## src/rtl/muldiv_sequencer_pkg.sv

```systemverilog
// Shared definitions for the iterative MULT/DIV engine: state encoding and op codes.
// The Control_Unit wait state imports the same package.
package muldiv_defs;

  localparam int DATA_W_DEF = 32;
  localparam int CNT_W_DEF  = 6;

  localparam logic OP_MULT = 1'b0;
  localparam logic OP_DIV  = 1'b1;

  typedef enum logic [2:0] {
    S_IDLE = 3'd0,
    S_INIT = 3'd1,
    S_RUN  = 3'd2,
    S_FIX  = 3'd3,
    S_DONE = 3'd4
  } state_e;

endpackage

```

## src/rtl/muldiv_step.sv

```systemverilog
// One iteration of the datapath: a radix-2 Booth step for MULT or a restoring-divide
// step on magnitudes for DIV. Purely combinational; the sequencer owns the registers.
module muldiv_step
  import muldiv_defs::*;
#(
  parameter int DATA_W = DATA_W_DEF
) (
  input  logic              op_i,
  input  logic [DATA_W-1:0] hi_i,    // Booth partial product high / remainder
  input  logic [DATA_W-1:0] lo_i,    // multiplier being scanned / dividend-quotient
  input  logic              q_m1_i,
  input  logic [DATA_W-1:0] aux_i,   // multiplicand / divisor magnitude
  output logic [DATA_W-1:0] hi_o,
  output logic [DATA_W-1:0] lo_o,
  output logic              q_m1_o
);

  logic [DATA_W:0] booth_sum;
  logic [DATA_W:0] shifted;
  logic [DATA_W:0] diff;

  // NOTE: every combinational output gets a default before any branch, so no path can
  // leave it unassigned and infer a latch.
  always_comb begin
    hi_o   = hi_i;
    lo_o   = lo_i;
    q_m1_o = q_m1_i;

    // One guard bit keeps hi +/- multiplicand exact before the arithmetic shift.
    booth_sum = {hi_i[DATA_W-1], hi_i};
    unique case ({lo_i[0], q_m1_i})
      2'b01:   booth_sum = {hi_i[DATA_W-1], hi_i} + {aux_i[DATA_W-1], aux_i};
      2'b10:   booth_sum = {hi_i[DATA_W-1], hi_i} - {aux_i[DATA_W-1], aux_i};
      default: booth_sum = {hi_i[DATA_W-1], hi_i};
    endcase

    shifted = {hi_i, lo_i[DATA_W-1]};
    diff    = shifted - {1'b0, aux_i};

    if (op_i == OP_MULT) begin
      hi_o   = booth_sum[DATA_W:1];
      lo_o   = {booth_sum[0], lo_i[DATA_W-1:1]};
      q_m1_o = lo_i[0];
    end else if (!diff[DATA_W]) begin
      hi_o = diff[DATA_W-1:0];
      lo_o = {lo_i[DATA_W-2:0], 1'b1};
    end else begin
      hi_o = shifted[DATA_W-1:0];
      lo_o = {lo_i[DATA_W-2:0], 1'b0};
    end
  end

endmodule

```

## src/rtl/muldiv_sequencer.sv

```systemverilog
// Signed MULT/DIV sequencer: IDLE -> INIT -> RUN -> FIX -> DONE, with a registered
// output stage that presents Done/strobes/results one cycle after the DONE state.
module muldiv_sequencer
  import muldiv_defs::*;
#(
  parameter int DATA_W = DATA_W_DEF,
  parameter int CNT_W  = CNT_W_DEF
) (
  input  logic              Clock,
  input  logic              Reset,
  input  logic              Start,
  input  logic              Op,
  input  logic [DATA_W-1:0] Src_A,
  input  logic [DATA_W-1:0] Src_B,
  output logic              Busy,
  output logic              Done,
  output logic              Div_Zero,
  output logic              HI_Write,
  output logic              LO_Write,
  output logic [DATA_W-1:0] HI_Out,
  output logic [DATA_W-1:0] LO_Out
);

  state_e              state_q, state_d;
  logic [CNT_W-1:0]    cnt_q, cnt_d;
  logic                op_q, op_d, err_q, err_d;
  logic                sign_a_q, sign_a_d, sign_b_q, sign_b_d;
  logic [DATA_W-1:0]   hi_q, hi_d, lo_q, lo_d, aux_q, aux_d;
  logic                q_m1_q, q_m1_d;
  logic                busy_q, busy_d, done_q, done_d, div_zero_q, div_zero_d, wr_q, wr_d;
  logic [DATA_W-1:0]   hi_out_q, hi_out_d, lo_out_q, lo_out_d;
  logic [DATA_W-1:0]   hi_step, lo_step;
  logic                q_m1_step;

  muldiv_step #(.DATA_W(DATA_W)) u_step (
    .op_i   (op_q),
    .hi_i   (hi_q),
    .lo_i   (lo_q),
    .q_m1_i (q_m1_q),
    .aux_i  (aux_q),
    .hi_o   (hi_step),
    .lo_o   (lo_step),
    .q_m1_o (q_m1_step)
  );

  always_comb begin
    state_d    = state_q;
    cnt_d      = cnt_q;
    op_d       = op_q;
    err_d      = err_q;
    sign_a_d   = sign_a_q;
    sign_b_d   = sign_b_q;
    hi_d       = hi_q;
    lo_d       = lo_q;
    aux_d      = aux_q;
    q_m1_d     = q_m1_q;
    busy_d     = busy_q;
    hi_out_d   = hi_out_q;
    lo_out_d   = lo_out_q;

    // Busy spans the Done cycle, so a Start during that cycle is not accepted.
    if (done_q) busy_d = 1'b0;

    unique case (state_q)
      S_IDLE: if (Start && !busy_q) begin
        op_d    = Op;
        lo_d    = Src_A;
        aux_d   = Src_B;
        busy_d  = 1'b1;
        state_d = S_INIT;
      end
      S_INIT: begin
        hi_d    = '0;
        q_m1_d  = 1'b0;
        cnt_d   = '0;
        err_d   = 1'b0;
        state_d = S_RUN;
        if (op_q == OP_DIV) begin
          if (aux_q == '0) begin
            err_d   = 1'b1;
            state_d = S_DONE;
          end else begin
            sign_a_d = lo_q[DATA_W-1];
            sign_b_d = aux_q[DATA_W-1];
            if (lo_q[DATA_W-1])  lo_d  = -lo_q;
            if (aux_q[DATA_W-1]) aux_d = -aux_q;
          end
        end
      end
      S_RUN: begin
        hi_d   = hi_step;
        lo_d   = lo_step;
        q_m1_d = q_m1_step;
        cnt_d  = cnt_q + 1'b1;
        if (cnt_q == CNT_W'(DATA_W - 1)) state_d = S_FIX;
      end
      S_FIX: begin
        // Truncating division: quotient sign is the XOR, remainder follows the dividend.
        if (op_q == OP_DIV) begin
          if (sign_a_q ^ sign_b_q) lo_d = -lo_q;
          if (sign_a_q)            hi_d = -hi_q;
        end
        state_d = S_DONE;
      end
      S_DONE:  state_d = S_IDLE;
      default: state_d = S_IDLE;
    endcase

    done_d     = (state_q == S_DONE);
    div_zero_d = done_d && err_q;
    wr_d       = done_d && !err_q;
    if (wr_d) begin
      hi_out_d = hi_q;
      lo_out_d = lo_q;
    end
  end

  // NOTE: sequential state uses non-blocking assignments so every register samples
  // the pre-edge value of its inputs regardless of statement order.
  always_ff @(posedge Clock) begin
    // NOTE: reset is synchronous and clears every register, including the datapath,
    // so a mid-operation reset leaves no stale Done or write strobe behind.
    if (Reset) begin
      state_q    <= S_IDLE;
      cnt_q      <= '0;
      op_q       <= OP_MULT;
      err_q      <= 1'b0;
      sign_a_q   <= 1'b0;
      sign_b_q   <= 1'b0;
      hi_q       <= '0;
      lo_q       <= '0;
      aux_q      <= '0;
      q_m1_q     <= 1'b0;
      busy_q     <= 1'b0;
      done_q     <= 1'b0;
      div_zero_q <= 1'b0;
      wr_q       <= 1'b0;
      hi_out_q   <= '0;
      lo_out_q   <= '0;
    end else begin
      state_q    <= state_d;
      cnt_q      <= cnt_d;
      op_q       <= op_d;
      err_q      <= err_d;
      sign_a_q   <= sign_a_d;
      sign_b_q   <= sign_b_d;
      hi_q       <= hi_d;
      lo_q       <= lo_d;
      aux_q      <= aux_d;
      q_m1_q     <= q_m1_d;
      busy_q     <= busy_d;
      done_q     <= done_d;
      div_zero_q <= div_zero_d;
      wr_q       <= wr_d;
      hi_out_q   <= hi_out_d;
      lo_out_q   <= lo_out_d;
    end
  end

  assign Busy     = busy_q;
  assign Done     = done_q;
  assign Div_Zero = div_zero_q;
  assign HI_Write = wr_q;
  assign LO_Write = wr_q;
  assign HI_Out   = hi_out_q;
  assign LO_Out   = lo_out_q;

endmodule

```

## config.mk

```make
export PLATFORM = sky130hd
export DESIGN_NAME = muldiv_sequencer
export DESIGN_NICKNAME = d
export VERILOG_FILES = /design/src/rtl/muldiv_sequencer_pkg.sv /design/src/rtl/muldiv_step.sv /design/src/rtl/muldiv_sequencer.sv
export SDC_FILE = /design/constraint.sdc
export NUM_CORES = 1
export LEC_CHECK = 0
export CORE_UTILIZATION = 59
export DETAILED_ROUTE_END_ITERATION = 8
export MAX_ROUTING_LAYER = met4
export PLACE_DENSITY = 0.82
export SLEW_MARGIN = 10
export SYNTH_ARGS = -nofsm -noshare
export SYNTH_HDL_FRONTEND = slang
export SYNTH_SLANG_ARGS = --single-unit
export TNS_END_PERCENT = 100
```

## constraint.sdc

```tcl
create_clock -name Clock -period 4.5 [get_ports Clock]
set_clock_uncertainty 0.05 [all_clocks]
set_input_delay 0.9 -clock Clock [delete_from_list [all_inputs] [get_ports Clock]]
set_output_delay 0.9 -clock Clock [all_outputs]
set_load 0.02 [all_outputs]
```

==> flow_metrics.tcl <==
set metrics [dict create \
    die_area_sq_um 24770 \
    seq_area_frac_synth 0.2501 \
    vias_per_cell 6.801 \
    yosysTopAreaCellShare 0.2501 \
    maxSlewHeadroom 0.2795 \
    syn_nets 2134 \
    core_sq_um 23540 \
    design_area_sq_um 16850 \
    clock_sinks 178 \
    async_flop_share 0 \
    ys_ff_latch 178 \
    rows 56 \
    layout.nets 2231 \
    gp_congestion 1.088 \
    final_hold_viol_count 0 \
    ys_types 85 \
    tightest_slew_ns 1.081 \
    synthCells 1993 \
    avgSynthCellArea_sq_um 7.149 \
    p_total_mw 7.091 \
    utilization 0.7156 \
    antenna_found_initial 0 \
    whs_path_depth 2 \
    wl_per_cell_um 22.94 \
    grt_pass1_vias 14794 \
    vias 16465 \
    postCtsSetupBuffers 0 \
    path_class "flop to flop" \
    fmax_mhz 230.0 \
    synth_top_area_cell "dfxtp_1" \
    slew_viol_final 0 \
    die_x_um 157.4 \
    grt_use_total 0.4590 \
    hp-start "LO_Out[13]" \
    cts_root_buf "clkbuf_16" \
    insertion_delay_ns 0.46 \
    grt_max_degree 87 \
    tritoncts "done" \
    maxCapViolCount 0 \
    cts-htree-levels 4 \
    port_buffers 136 \
    stdcell_count 2421 \
    cp_max_fo 5 \
    end_kind "flop" \
    n_antenna_cell 0 \
    chipHeight_um 157.4 \
    wirelength_mm 55.55 \
    setup_viol 0 \
    worstPathRequired_ns 4.83 \
    fin_crit_sh 0.9661 \
    grt-ovfl-total 0 \
    peakVddDrop_uv 234.8 \
    drcViolationCount 0 \
    clk_pin_slew_ns 0.08 \
    worstHoldEndpoint "LO_Out[13]" \
    ys_warn_count 0 \
    dp.cells 2390 \
    syn_area_sq_um 14250 \
    reg2reg_depth 18 \
    ff2ff_setup_slack_ns 0.15 \
    power.density_nw_per_um2 420.9 \
    timing.rr.end "hi_q[29]" \
    hpwlAfterDp_mm 40.72 \
    grt_pass1_wl_mm 84.35 \
    leakage_nw 6.596 \
    reg2reg_from "aux_q[0]" \
    cts_inserted_buffers 17 \
    synth-edff-count 0 \
    worst_hold_path_type "flop to flop" \
    drive_above_1_share 0.09467 \
    drtIter0Drc 2414 \
    antenna_left 0 \
    ys_top_cells_by_area "dfxtp_1 25%, a21oi_1 8.0%, nand2_1 6.7%" \
    cp-start-kind "flop" \
    num_io_pins 137 \
    dpl_cell_area_sq_um 16150 \
    firstDrtPassIters 6 \
    synth_ff_type "dfxtp_1" \
    status "complete, no violations" \
    syn2layout_area_growth_pct 18.24 \
    start_util 0.6052 \
    cts.path.max_buffers 2 \
    arrival_ns 4.68 \
    fin_crit_ns 4.347 \
]
cell usage in the layout (no fill, tap or decap), types with 13 or more instances in the layout:
| cell type | netlist | layout |
|---|---|---|
| mux2i_1 | 41 | 41 |
| a21oi_1 | 229 | 227 |
| o21ai_0 | 102 | 102 |
| buf_4 | 1 | 97 |
| clkbuf_16 | 0 | 17 |
| a211oi_1 | 32 | 31 |
| a21o_1 | 50 | 50 |
| nor4_1 | 22 | 20 |
| o211ai_1 | 13 | 13 |
| and2_1 | 18 | 18 |
| nand2b_1 | 18 | 18 |
| dfxtp_1 | 178 | 177 |
| o21ai_1 | 31 | 29 |
| clkdlybuf4s50_1 | 0 | 135 |
| mux2_2 | 14 | 14 |
| inv_1 | 51 | 51 |
| nor2_1 | 196 | 194 |
| nand3_1 | 38 | 37 |
| a221oi_1 | 23 | 23 |
| a22oi_1 | 13 | 13 |
| nand2_1 | 254 | 253 |
| nor3_1 | 94 | 85 |
| nor2b_1 | 13 | 13 |
| or3_1 | 21 | 21 |
| nand4_1 | 19 | 19 |
| ha_1 | 71 | 67 |
| xor2_1 | 24 | 24 |
| xnor2_1 | 72 | 70 |
| o22ai_1 | 17 | 17 |
synth_stat cells, drive strengths merged, types with 32 or more instances:
master,count
dfxtp,178
nand3,38
a211oi,32
xnor2,72
clkbuf,141
a21oi,229
nor3,96
inv,52
nand2,255
nor2,196
mux2i,41
ha,71
o21ai,133
a21o,50
state kept, by name, summed over array words and instances, names as in the netlist:
| signal | flops |
|---|---|
| HI_Out | 32 |
| LO_Out | 32 |
| aux_q | 32 |
| hi_q | 32 |
| lo_q | 32 |
| cnt_q | 6 |
| state_q | 3 |
| Busy | 1 |
| Div_Zero | 1 |
| Done | 1 |
| HI_Write | 1 |
| err_q | 1 |
| op_q | 1 |
| q_m1_q | 1 |
| sign_a_q | 1 |
| sign_b_q | 1 |
logic make-up (layout without fill, tap and decap cells):
logic type	after synthesis	in the layout	synth area share
buffers and inverters	207	316	0.05638
DFF	178	178	0.2501
adders and majority gates	73	73	0.06516
and+or+nand+nor	746	746	0.2444
AOI/OAI and AO/OA	631	631	0.2795
xor gates and xnor gates	96	96	0.05901
muxes	62	62	0.04540
timing repair:
action / 4_1_cts / 5_1_grt
resized for setup: 0 / 26
hold buffers: 0 / 0
setup endpoints to repair: 0 / 11
area by class of cell:
cell class	instances	area, sq um
inverters	53	198.9
fillers	1959	6696
multi-input cells	1608	10030
clock inverters	14	143.9
flip-flops and latches	178	3565
clock buffers	17	425.4
well taps	319	399.1
repair buffers	232	2079
through the flow:
| stage | TNS, ns | setup slack [ns] | hold slack, ns |
|---|---|---|---|
| 6_report | 0 | 0.1525 | 0.4045 |
| 5_1_grt | -0.01956 | -0.01093 | 0.4283 |
| 4_1_cts | 0 | 0.05971 | 0.4065 |
| 3_5_place_dp | 0 | 0.1062 | 0.3959 |
| 3_3_place_gp | 0 | 0.1367 | 0.3922 |
| 2_1_floorplan | 0 | 0.4746 | 0.3988 |
worst max-delay path, cell delays in order (launching register included):
cell     delay [ns]
dfxtp_1        0.36
or3_1          0.48
or3_1          0.39
nor3_2         0.19
nor2_1         0.08
xnor2_1        0.32
ha_1           0.35
a21oi_1        0.21
nand2_1        0.09
o21ai_1        0.14
buf_4          0.17
o22ai_1        0.12
o21ai_1        0.22
o21ai_1        0.10
buf_4          0.16
nor3b_1        0.15
o31ai_1        0.28
mux2i_1        0.25
a41o_1         0.16
metal layers:
metal  global-route usage  share of wire
met1               0.5861           0.39
met2               0.6802           0.43
met3              0.08811           0.12
met4               0.2492          0.061
met5                    -              0
worst max-delay path by stage:
stage / startpoint / to / slack [ns] / depth (start not counted)
6_report: aux_q[0] / hi_q[29] / 0.15 / 18
3_3_place_gp: aux_q[0] / hi_q[29] / 0.14 / 17
3_5_place_dp: aux_q[1] / hi_q[29] / 0.11 / 19
4_1_cts: aux_q[1] / hi_q[29] / 0.06 / 19
2_1_floorplan: aux_q[0] / hi_q[30] / 0.47 / 18
5_1_grt: aux_q[0] / hi_q[31] / -0.01 / 17
power breakdown:
part           leakage (nW)  total, mW  internal (mW)  switching (mW)
combinational          4.89       3.73           1.46            2.27
sequential             1.45       1.85           1.67           0.182
clock                 0.263       1.51          0.735           0.778
No activity file was read; power rests on OpenSTA's default activity.
==> variant, RTL diff (config.mk and constraints unchanged) <==
The 5 states of `state_e` get a one-hot encoding in 5 bits.
--- a/src/rtl/muldiv_sequencer_pkg.sv
+++ b/src/rtl/muldiv_sequencer_pkg.sv
@@ -10,8 +10,8 @@
 
-  typedef enum logic [2:0] {
-    S_IDLE = 3'd0,
-    S_INIT = 3'd1,
-    S_RUN  = 3'd2,
-    S_FIX  = 3'd3,
-    S_DONE = 3'd4
+  typedef enum logic [4:0] {
+    S_IDLE = 5'b00001,
+    S_INIT = 5'b00010,
+    S_RUN  = 5'b00100,
+    S_FIX  = 5'b01000,
+    S_DONE = 5'b10000
   } state_e;
Check against the original RTL: no difference found for any inputs over 10 cycles, from zero or initial values and one cycle with Reset high; not proved beyond that.
==> variant against the original RTL <==
Final area is 2.7% higher; sequential cell count is 2 higher; cell count is 3.8% higher; area after synthesis is 1.7% higher; worst setup slack worse by 89 ps; global-route usage is 4.6 points lower; routed wire length is 6.6% lower; largest cell class unchanged.
Power is not compared: it rests on default switching activity, and its combinational part moved more than twofold at a synthesized area within 25%.
==> variant: results (changes against the original RTL) <==
outcome: "completed"  # unchanged
worst_slew_margin_rel: 0.2042  # was 0.2795
ys_seq_area_frac: 0.2486  # was 0.2501
detail_route.first_pass.iterations: 7  # was 6
fillCellCount: 1951  # was 1959
yosys-top-cells-area: "sky130_fd_sc_hd__dfxtp_1 (25%), sky130_fd_sc_hd__a21oi_1 (8.5%), sky130_fd_sc_hd__nand2_1 (7.7%)"  # was sky130_fd_sc_hd__dfxtp_1 (25%), sky130_fd_sc_hd__a21oi_1 (8.0%), sky130_fd_sc_hd__nand2_1 (6.7%)
layoutNonFillerInstCount: 2513  # was 2421
r2r_end: "hi_q[31]$_SDFFE_PP0P_"  # was hi_q[29]$_SDFFE_PP0P_
capture_endpoint_of_the_worst_hold_path: "HI_Out[6]$_SDFFE_PP0P_"  # was LO_Out[13]$_SDFFE_PP0P_
top_cell_types_by_occurrence_after_synthesis: "sky130_fd_sc_hd__nand2_1 (299), sky130_fd_sc_hd__a21oi_1 (246), sky130_fd_sc_hd__nor2_1 (192)"  # was sky130_fd_sc_hd__nand2_1 (254), sky130_fd_sc_hd__a21oi_1 (229), sky130_fd_sc_hd__nor2_1 (196)
final-seq-area_mm2: 0.003606  # was 0.003565 mm^2
route.vias.total: 16580  # was 16470
drive_gt1_frac: 0.09257  # was 0.09467
wl_per_cell_um: 20.65  # was 22.94 um
fin_hold_ws_ps: 402.8  # was 404.5 ps
dp_worst_setup_slack_ps: -92.53  # was 106.2 ps
detail_route.iter0.violations: 2028  # was 2414
register_to_register_setup_slack_ps: 60  # was 150 ps
grt_first_pass_wirelength_um: 80870  # was 84350 um
synth_xor_area_frac: 0.05740  # was 0.05901
synth_cell_type_count: 83  # was 85
grt_start_max_net_pins: 66  # was 87
min-delay-start: "HI_Out[6]$_SDFFE_PP0P_"  # was LO_Out[13]$_SDFFE_PP0P_
first_global_vias: 14910  # was 14790
synth.area.mux_share: 0.03297  # was 0.04540
synth_adder_area_share: 0.06404  # was 0.06516
clock_latency_ps: 440  # was 460 ps
critical_path_arrival_ps: 4700  # was 4680 ps
gp_routability_congestion: 1.037  # was 1.088
design.final.nets: 2322  # was 2231
detailedPlacementHpwl_um: 38720  # was 40720 um
cp_slowest_cell: "sky130_fd_sc_hd__or4b_4"  # was sky130_fd_sc_hd__or3_1
worst-r2r-cell-count: 17  # was 18
variant: changes by cell type after synthesis, sizes merged, moves of 8 or more:
cell    unedited run  this run
a31oi             10        24
nand3b             1         9
and3              11        19
a21o              50        30
a21oi            229       246
mux2i             41        32
clkbuf           141       133
o22ai             17         8
nand2b            18         8
buf               13        22
nand2            255       299
o21ai            133       178
variant: metal layers:
layer / up-vias / routed length [um] / GRT usage
li1: 7718 / - / -
met1: 7696 / 22050 / 0.5686
met2: 1032 / 21770 / 0.5961
met3: 136 / 6291 / 0.07654
met4: 0 / 1782 / 0.1496
met5: - / 0 / -
variant: worst max-delay path by stage:
stage                                from                     to  slack (ps)  depth (start not counted)
floorplan           aux_q[1]$_SDFFE_PP0P_  hi_q[29]$_SDFFE_PP0P_         210                         19
detailed placement  aux_q[1]$_SDFFE_PP0P_  hi_q[29]$_SDFFE_PP0P_         -90                         19
global placement    aux_q[1]$_SDFFE_PP0P_  hi_q[29]$_SDFFE_PP0P_          90                         19
CTS                 aux_q[1]$_SDFFE_PP0P_  hi_q[29]$_SDFFE_PP0P_           6                         19
finish              aux_q[8]$_SDFFE_PP0P_  hi_q[31]$_SDFFE_PP0P_          60                         17
global route        aux_q[8]$_SDFFE_PP0P_  hi_q[31]$_SDFFE_PP0P_         -60                         17
variant: cell type report:
class	instances	share of cell area
Sequential cell	180	0.2083
Timing Repair Buffer	244	0.1268
Tap cell	319	0.02306
Multi-Input combinational cell	1681	0.5942
Inverter	57	0.01236
Clock buffer	19	0.02559
Antenna cell	1	0.0001446
Clock inverter	12	0.009542
variant: power by group:
group	internal, W	switching (W)
logic	0.00317	0.00500
registers	0.00184	0.000434
clock network	0.000899	0.000732
